$ cat src/rtl/uart_rx.sv
// UART receive engine: 16x oversampled framing of start/data/parity/stop bits
// into a valid/ready holding register with per-character error flags.
module uart_rx #(
  parameter int OVS         = 16,
  parameter int SYNC_STAGES = 2
) (
  input  logic       clk,
  input  logic       arst_n,
  input  logic       rx,
  input  logic       cfg_en,
  input  logic [7:0] cfg_baud_div,
  input  logic [3:0] cfg_data_len,
  input  logic       cfg_parity_en,
  input  logic [1:0] cfg_parity_type,
  input  logic [1:0] cfg_stop_bits,
  output logic [7:0] rx_data,
  output logic       rx_valid,
  input  logic       rx_ready,
  output logic       parity_err,
  output logic       frame_err,
  output logic       break_det,
  output logic       overrun_err,
  output logic       busy
);

  localparam int OW = $clog2(OVS);
  localparam logic [OW-1:0] MID = OW'(OVS / 2 - 1);

  typedef enum logic [2:0] {
    IDLE,
    START,
    DATA,
    PARITY,
    STOP1,
    STOP2,
    DONE
  } state_t;

  state_t                 state;
  logic [SYNC_STAGES-1:0] sync_q;
  logic                   rx_s;
  logic                   rx_prev;
  logic [7:0]             baud_cnt;
  logic [OW-1:0]          os_cnt;
  logic [2:0]             bit_cnt;
  logic [7:0]             shift_q;
  logic                   any_one;
  logic                   par_bad;
  logic                   frame_bad;

  logic [7:0]             sh_baud_div;
  logic [2:0]             sh_len;
  logic                   sh_par_en;
  logic [1:0]             sh_par_type;
  logic                   sh_two_stop;

  logic                   tick;
  logic                   mid_sample;
  logic                   start_edge;
  logic                   exp_par;

  assign rx_s       = sync_q[SYNC_STAGES-1];
  assign start_edge = rx_prev & ~rx_s & cfg_en;
  assign tick       = (state != IDLE) && (baud_cnt == sh_baud_div);
  assign mid_sample = tick && (os_cnt == MID);
  assign busy       = (state != IDLE);

  // Data bits above the configured length stay zero, so they do not disturb the XOR.
  always_comb begin
    exp_par = 1'b0;
    unique case (sh_par_type)
      2'b00:   exp_par = ^shift_q;
      2'b01:   exp_par = ~^shift_q;
      2'b10:   exp_par = 1'b1;
      default: exp_par = 1'b0;
    endcase
  end

  // Synchronizer flops preset to the idle level so reset never looks like a start edge.
  always_ff @(posedge clk or negedge arst_n) begin
    if (!arst_n) begin
      sync_q  <= '1;
      rx_prev <= 1'b1;
    end else begin
      sync_q  <= {sync_q[SYNC_STAGES-2:0], rx};
      rx_prev <= rx_s;
    end
  end

  always_ff @(posedge clk or negedge arst_n) begin
    if (!arst_n) begin
      state       <= IDLE;
      baud_cnt    <= '0;
      os_cnt      <= '0;
      bit_cnt     <= '0;
      shift_q     <= '0;
      any_one     <= 1'b0;
      par_bad     <= 1'b0;
      frame_bad   <= 1'b0;
      sh_baud_div <= '0;
      sh_len      <= '0;
      sh_par_en   <= 1'b0;
      sh_par_type <= '0;
      sh_two_stop <= 1'b0;
      rx_data     <= '0;
      rx_valid    <= 1'b0;
      parity_err  <= 1'b0;
      frame_err   <= 1'b0;
      break_det   <= 1'b0;
      overrun_err <= 1'b0;
    end else begin
      overrun_err <= 1'b0;

      if (rx_valid && rx_ready) begin
        rx_valid   <= 1'b0;
        parity_err <= 1'b0;
        frame_err  <= 1'b0;
        break_det  <= 1'b0;
      end

      if (state == IDLE || tick) begin
        baud_cnt <= '0;
      end else begin
        baud_cnt <= baud_cnt + 8'd1;
      end
      if (tick) begin
        os_cnt <= os_cnt + 1'b1;
      end

      unique case (state)
        IDLE: begin
          if (start_edge) begin
            state       <= START;
            os_cnt      <= '0;
            bit_cnt     <= '0;
            shift_q     <= '0;
            any_one     <= 1'b0;
            par_bad     <= 1'b0;
            frame_bad   <= 1'b0;
            sh_baud_div <= cfg_baud_div;
            sh_len      <= (cfg_data_len > 4'd7) ? 3'd7 : cfg_data_len[2:0];
            sh_par_en   <= cfg_parity_en;
            sh_par_type <= cfg_parity_type;
            sh_two_stop <= (cfg_stop_bits != 2'b00);
          end
        end
        START: begin
          if (mid_sample) begin
            state <= rx_s ? IDLE : DATA;
          end
        end
        DATA: begin
          if (mid_sample) begin
            shift_q[bit_cnt] <= rx_s;
            any_one          <= any_one | rx_s;
            if (bit_cnt == sh_len) begin
              state <= sh_par_en ? PARITY : STOP1;
            end else begin
              bit_cnt <= bit_cnt + 3'd1;
            end
          end
        end
        PARITY: begin
          if (mid_sample) begin
            par_bad <= (rx_s != exp_par);
            any_one <= any_one | rx_s;
            state   <= STOP1;
          end
        end
        STOP1: begin
          if (mid_sample) begin
            frame_bad <= frame_bad | ~rx_s;
            any_one   <= any_one | rx_s;
            state     <= sh_two_stop ? STOP2 : DONE;
          end
        end
        STOP2: begin
          if (mid_sample) begin
            frame_bad <= frame_bad | ~rx_s;
            any_one   <= any_one | rx_s;
            state     <= DONE;
          end
        end
        DONE: begin
          state <= IDLE;
          // A consumer accepting in this very cycle frees the register for the new frame.
          if (!rx_valid || rx_ready) begin
            rx_data    <= shift_q;
            rx_valid   <= 1'b1;
            parity_err <= par_bad;
            frame_err  <= frame_bad;
            break_det  <= ~any_one;
          end else begin
            overrun_err <= 1'b1;
          end
        end
        default: state <= IDLE;
      endcase

      if (!cfg_en && state != IDLE && state != DONE) begin
        state <= IDLE;
      end
    end
  end

endmodule

$ cat config.mk
export PLATFORM = sky130hd
export DESIGN_NAME = uart_rx
export DESIGN_NICKNAME = d
export VERILOG_FILES = /design/src/rtl/uart_rx.sv
export SDC_FILE = /design/constraint.sdc
export NUM_CORES = 1
export LEC_CHECK = 0
export CAP_MARGIN = 10
export CORE_ASPECT_RATIO = 0.8
export CORE_UTILIZATION = 25
export DETAILED_ROUTE_END_ITERATION = 8
export SYNTH_ARGS = -nofsm -noshare
export SYNTH_HDL_FRONTEND = slang
export SYNTH_SLANG_ARGS = --single-unit
export TNS_END_PERCENT = 30
$ cat constraint.sdc
create_clock -name clk -period 3.1 [get_ports clk]
set_clock_uncertainty 0.05 [all_clocks]
set_input_delay 0.62 -clock clk [delete_from_list [all_inputs] [get_ports clk]]
set_output_delay 0.62 -clock clk [all_outputs]
set_load 0.01 [all_outputs]
==> out/metrics.cfg, run 1 <==
[global_routing]
met1_usage_pct=16.7
top_usage_layer=met1
grt_pass1_vias=2220
grt_pass1_wl_um=10800
grt_max_degree=31
grt_use_met3_pct=3.76
grt_use_total_pct=11.7
grtUsageMet2_pct=15.8
grt_overflow=0
antenna_found_initial=0

[finish]
num_antenna_cells=0
final_cell_area_mm2=0.00376
most-common-layout-cells=nand2_1, dfrtp_1, clkdlybuf4s50_1, xnor2_1, mux2i_1
post_route_cells_drive_above_1_share_pct=13.1
area_delta_synth_final_pct=28.6
final_common_cell=nand2_1
final_nets=356
nFillCells=1132

[routing]
route.detailed.drc=0
drtIter0Drc=94
vias=2145
firstDrtPassIters=4
ant_nets=0
wire_per_inst_um=13.1
post_drt_via_cell_ratio=4.47
wl_um=6270

[pwr]
p_int_mw=1.79
powerDensity_mw_per_mm2=671
comb_power_share_pct=19.1
peakVddDrop_uv=241
p_sw_mw=0.733
power_mw=2.52
switching_share_pct=29.1
pwr-share-seq_pct=41.5
pwr-share-clk_pct=39.4
leakagePower_nw=1.62

[yosys]
synth-edff-count=0
synth_flop_cell=dfrtp_1
yosysSeqAreaShare_pct=51.5
syn_nets=314
async_reset_ff_share_pct=100
yosys_warnings=0
synth.avg_cell_area_um2=10.1
synth_area_mm2=0.00292
syn_inst=289
synth-seq-cells=60
synth.distinct_cells=45

[setup_path]
crit_slowest_cell=clkdlybuf4s50_1
critPathCaptureType=primary output
max_stage_delay_ns=0.52
critPathArrivalTime_ns=1.98
cp.buffers_inverters=2
cp.required_ns=2.43
critPathLaunchType=register
criticalPathCategory=register to primary output
crit_chain=nor3_2, inv_1, clkdlybuf4s50_1
crit_fanout=9
critPathTopFamily=buffers and inverters

[sta]
post-route-min-period_ns=2.65
setup_viol=0
max_slew_margin_pct=55.1
hold_violations=0
report.final.slew_viol_count=0
fin_setup_tns_ns=0
min_period_over_period_pct=85.6
fmax_mhz=377
rsz0062_at_grt=false
worst_pin_slew_ns=0.674

[die]
die_area_mm2=0.0121
io_pins=36
core_area_mm2=0.0111
die_h_um=98.7
die_x_um=123
start_util_pct=26.3
rows=34

[clock_network]
hold_buffers=0
htree_levels=3
cts_root_buffer=clkbuf_16
clock_path_buffers=2
ctsResizeCount=0
cts_sinks=60
insertion_delay_ns=0.32
cts_tree=yes
cts_inserted_buffers=9
postCtsSetupBuffers=0
path_clk_slew_ns=0.05

[hold_path]
hp-class=primary input to asynchronous set/reset pin

[run_status]
status=finished clean

[placement]
gp_congestion=0.836
hpwl_um=4590
port_buffers=35
place_area_mm2=0.00345

[job]
cap_violations=0

metrics by stage:
stage                     instances  util (%)  setup slack (ns)  hold slack, ns
after floorplan                 289         -              1.09           0.274
after global placement          464      31.1             0.737           0.296
after detailed placement        464      31.1             0.705           0.297
after CTS                       480      33.8             0.441           0.297
after global routing            480      33.8             0.366           0.309
final                           480      33.8             0.446           0.286
worst register-to-register path: stages, from the launching register on:
cell and delay, ns:
dfrtp_1 0.55, nor3b_2 0.41, nand2_1 0.08, or4_1 0.62, nor4_1 0.36, mux2i_1 0.22
synth_stat cells, types with 4 or more instances:
library cell	n	area share (%)
mux2i_1	12	4.1
a21oi_1	4	0.69
nand2_1	72	9.3
nor2_1	11	1.4
xor2_1	6	1.8
nor2b_1	6	1.3
nor4_1	5	1.1
and3_1	5	1.1
nand3_1	10	1.7
o21ai_0	9	1.5
clkbuf_1	9	1.2
inv_1	6	0.77
xnor2_1	20	6.0
nor3_1	4	0.69
dfrtp_1	57	49
mux2_2	8	3.1
cell families after synthesis:
family	synth area share [%]
simple gates	22.9
fa+ha+maj	1.29
compound gates	6.68
flops	51.5
buf+inv	2.61
mux	7.20
xor+xnor	7.80
sequential cells by signal, summed over array words and instances (netlist names):
name and flops:
frame_err 1, shift_q 8, frame_bad 1, any_one 1, overrun_err 1, baud_cnt 8, par_bad 1, bit_cnt 3
rx_valid 1, sh_len 3, break_det 1, sync_q 2, sh_two_stop 1, sh_par_type 2, sh_baud_div 8, os_cnt 4
rx_prev 1, rx_data 8, parity_err 1, sh_par_en 1, state 3
routing by layer:
| metal | share of wire [%] | up-vias | routed length, um |
|---|---|---|---|
| met5 | 0 | - | 0 |
| met4 | 1.8 | 0 | 110 |
| met3 | 5.4 | 9 | 339 |
| met2 | 41 | 45 | 2600 |
| met1 | 51 | 1018 | 3220 |
| li1 | - | 1073 | - |
worst paths after layout:
path | start | end | slack [ns] | cells after the start
min in group clk | sync_q[0]$_DFF_PN1_ | sync_q[1]$_DFF_PN1_ | 0.30 | 0
setup reg to reg | state[1]$_DFFE_PN0P_ | shift_q[4]$_DFFE_PN0P_ | 0.74 | 5
max in group asynchronous | arst_n | rx_prev$_DFF_PN1_ | 1.92 | 2
setup / recovery | state[2]$_DFFE_PN0P_ | busy | 0.45 | 3
hold reg to reg | sync_q[0]$_DFF_PN1_ | sync_q[1]$_DFF_PN1_ | 0.30 | 0
hold / removal | arst_n | rx_data[1]$_DFFE_PN0P_ | 0.29 | 1
power groups by stage:
| stage | Clock [mW] | Sequential [mW] | Combinational [mW] |
|---|---|---|---|
| 6_report | 0.992 | 1.05 | 0.481 |
| 5_1_grt | 1.05 | 1.06 | 0.558 |
| 4_1_cts | 1.01 | 1.04 | 0.488 |
| 3_5_place_dp | 0 | 1.06 | 0.485 |
| 3_3_place_gp | 0 | 1.05 | 0.474 |
| 2_1_floorplan | 0 | 1.01 | 0.347 |
cell type report:
type	instances	area, um2	share of cell area, %
well taps	144	180	4.80
inverters	6	22.5	0.600
flip-flops and latches	60	1510	40.1
multi-input cells	211	1340	35.6
repair buffers	43	405	10.8
clock inverters	4	47.5	1.27
clock buffers	12	256	6.83
No activity file was read; power rests on OpenSTA's default activity.
==> run 2: changes to the inputs <==
Settings changed: CORE_UTILIZATION 25 to 50, MAX_ROUTING_LAYER set to met4, PLACE_DENSITY set to 0.73.
==> run 2 against run 1 <==
  * Worst setup slack got worse by 0.015 ns
  * Clock-buffer cell count rose by 3
  * Sequential power barely moved
  * Global-route usage rose by 10 points
==> out/metrics.cfg, run 2 (synthesis results as in run 1) <==
[routing]
drtIter0Drc=185  ; +97%
ant_nets=0  ; unchanged
post_drt_via_cell_ratio=5.33  ; +19%
route.detailed.drc=0  ; unchanged
wire_per_inst_um=14.0  ; +7.1%
firstDrtPassIters=4  ; unchanged
vias=2195  ; +2.3%
wl_um=5760  ; -8.1%

[global_routing]
antenna_found_initial=0  ; unchanged
grt_overflow=0  ; unchanged
grt_use_total_pct=21.8  ; +10 points
grt_pass1_wl_um=9660  ; -11%
grt_pass1_vias=2040  ; -8.1%
grt_max_degree=45  ; +45%

[setup_path]
reg2reg_to=shift_q[5]$_DFFE_PN0P_
crit_slowest_cell=clkdlybuf4s50_1
critPathArrivalTime_ns=2.00  ; +0.02 ns
crit_chain=nor3_2, inv_1, clkdlybuf4s50_1
max_stage_delay_ns=0.52  ; about the same
r2r.worst_path.cells=5  ; unchanged
r2r_slack_ns=0.66  ; -0.08 ns
crit_fanout=9  ; unchanged
r2r_start=state[1]$_DFFE_PN0P_
criticalPathCategory=register to primary output
critPathLaunchType=register
critPathCaptureType=primary output
cp.required_ns=2.43  ; about the same

[pwr]
leakagePower_nw=1.56  ; -3.7%
powerDensity_mw_per_mm2=624  ; -7.0%
pwr-share-seq_pct=47.1  ; +5.6 points
comb_power_share_pct=21.4  ; +2.3 points
p_int_mw=1.54  ; -14%
peakVddDrop_uv=306  ; +27%
pwr-share-clk_pct=31.6  ; -7.8 points
power_mw=2.21  ; -12%
p_sw_mw=0.678  ; -7.5%
switching_share_pct=30.6  ; +1.5 points

[sta]
fmax_mhz=375  ; -0.58%
post-route-min-period_ns=2.67  ; +0.0154 ns
min_period_over_period_pct=86.1  ; +0.50 points
report.final.slew_viol_count=0  ; unchanged
hold_violations=0  ; unchanged
fin_setup_tns_ns=0  ; unchanged
max_slew_margin_pct=37.9  ; -17 points
rsz0062_at_grt=false
fin_ws_ns=0.430  ; -0.0154 ns
setup_viol=0  ; unchanged
worst_pin_slew_ns=0.932  ; +0.258 ns

[die]
die_h_um=70.4  ; -29%
die_x_um=87.4  ; -29%
io_pins=36  ; unchanged
rows=24  ; -29%
die_area_mm2=0.00615  ; -49%
core_area_mm2=0.00553  ; -50%
start_util_pct=52.9  ; +27 points

[hold_path]
hp-class=register to register
worstHoldEndpoint=sync_q[1]$_DFF_PN1_
hold_depth=0
min_from=sync_q[0]$_DFF_PN1_

[finish]
most-common-layout-cells=nand2_1, dfrtp_1, clkdlybuf4s50_1, xnor2_1, mux2i_1
post_route_cells_drive_above_1_share_pct=11.7  ; -1.4 points
final_common_cell=nand2_1
finish.utilization_pct=64.3  ; +30 points
area_delta_synth_final_pct=21.6
nFillCells=464  ; -59%
num_antenna_cells=0  ; unchanged
fin_cells=412  ; -14%
final_nets=354  ; -0.56%

[clock_network]
postCtsSetupBuffers=0  ; unchanged
cts_root_buffer=clkbuf_8
ctsResizeCount=0  ; unchanged
cts_inserted_buffers=9  ; unchanged
insertion_delay_ns=0.34  ; +0.02 ns
hold_buffers=0  ; unchanged
cts_sinks=60  ; unchanged
clock_path_buffers=2  ; unchanged
htree_levels=3  ; unchanged
path_clk_slew_ns=0.06  ; about the same
cts_tree=yes

[placement]
place_inst=396  ; -15%
gp_congestion=0.885  ; +5.9%
pre_cts_ws_ns=0.710  ; +0.00482 ns
port_buffers=35  ; unchanged
hpwl_um=4180  ; -8.9%

[run_status]
status=finished clean

[job]
cap_violations=0  ; unchanged

==> run 2: changes by cell type in the layout (fill, tap and decap cells not counted) <==
cell	previous run	this run
clkinvlp_4	1	0
clkbuf_1	1	4
clkbuf_16	9	0
buf_4	8	6
clkinv_2	2	0
clkbuf_8	2	11
==> run 2: power groups by stage <==
stage / combinational (mW) / sequential, mW / clock, mW
after global routing: 0.532 / 1.06 / 0.744
after CTS: 0.477 / 1.04 / 0.714
after floorplan: 0.347 / 1.01 / 0
after detailed placement: 0.472 / 1.05 / 0
final: 0.473 / 1.04 / 0.699
after global placement: 0.467 / 1.05 / 0
==> run 2: critical path: cells and delay by family, from the launching register on <==
kind	cells	cell delay, ns
buf+inv	2	0.72
flops	1	0.49
simple gates	1	0.46
==> run 2: final cells by class <==
cell class	instances	area (um2)	area share, %
sequential	60	1510	42.4
multi-input combinational	211	1340	37.7
timing repair buffer	41	390	11.0
clock buffer	15	166	4.69
tap	78	97.6	2.75
clock inverter	1	30.0	0.846
inverter	6	22.5	0.634
==> run 2: how the worst max path moves through the flow <==
stage | startpoint | endpoint | slack (ns) | depth (start not counted)
floorplan | baud_cnt[0]$_DFF_PN0_ | shift_q[2]$_DFFE_PN0P_ | 1.09 | 6
global placement | cfg_en | os_cnt[0]$_DFF_PN0_ | 0.75 | 6
detailed placement | cfg_en | os_cnt[0]$_DFF_PN0_ | 0.71 | 6
CTS | state[2]$_DFFE_PN0P_ | busy | 0.42 | 3
global route | state[2]$_DFFE_PN0P_ | busy | 0.30 | 3
finish | state[2]$_DFFE_PN0P_ | busy | 0.43 | 3
==> run 2: layer usage <==
layer  track usage (%)  up-vias  share of wire, %
li1                  -     1070                 -
met1              31.8     1055                50
met2              28.4       66                43
met3              6.86        4               6.2
met4              7.83        0              0.50
met5                 -        -                 0
==> run 2: through the flow <==
step                cell area, um2  hold WS [ns]
floorplan                     2920         0.274
global placement              3350         0.296
detailed placement            3350         0.301
CTS                           3550         0.308
global route                  3550         0.314
finish                        3550         0.308
==> run 3: changes to the inputs <==
Settings changed: HOLD_SLACK_MARGIN set to 0.15.
==> results of run 3 <==
The final DEF is identical to that of run 2; final timing and power are the same.
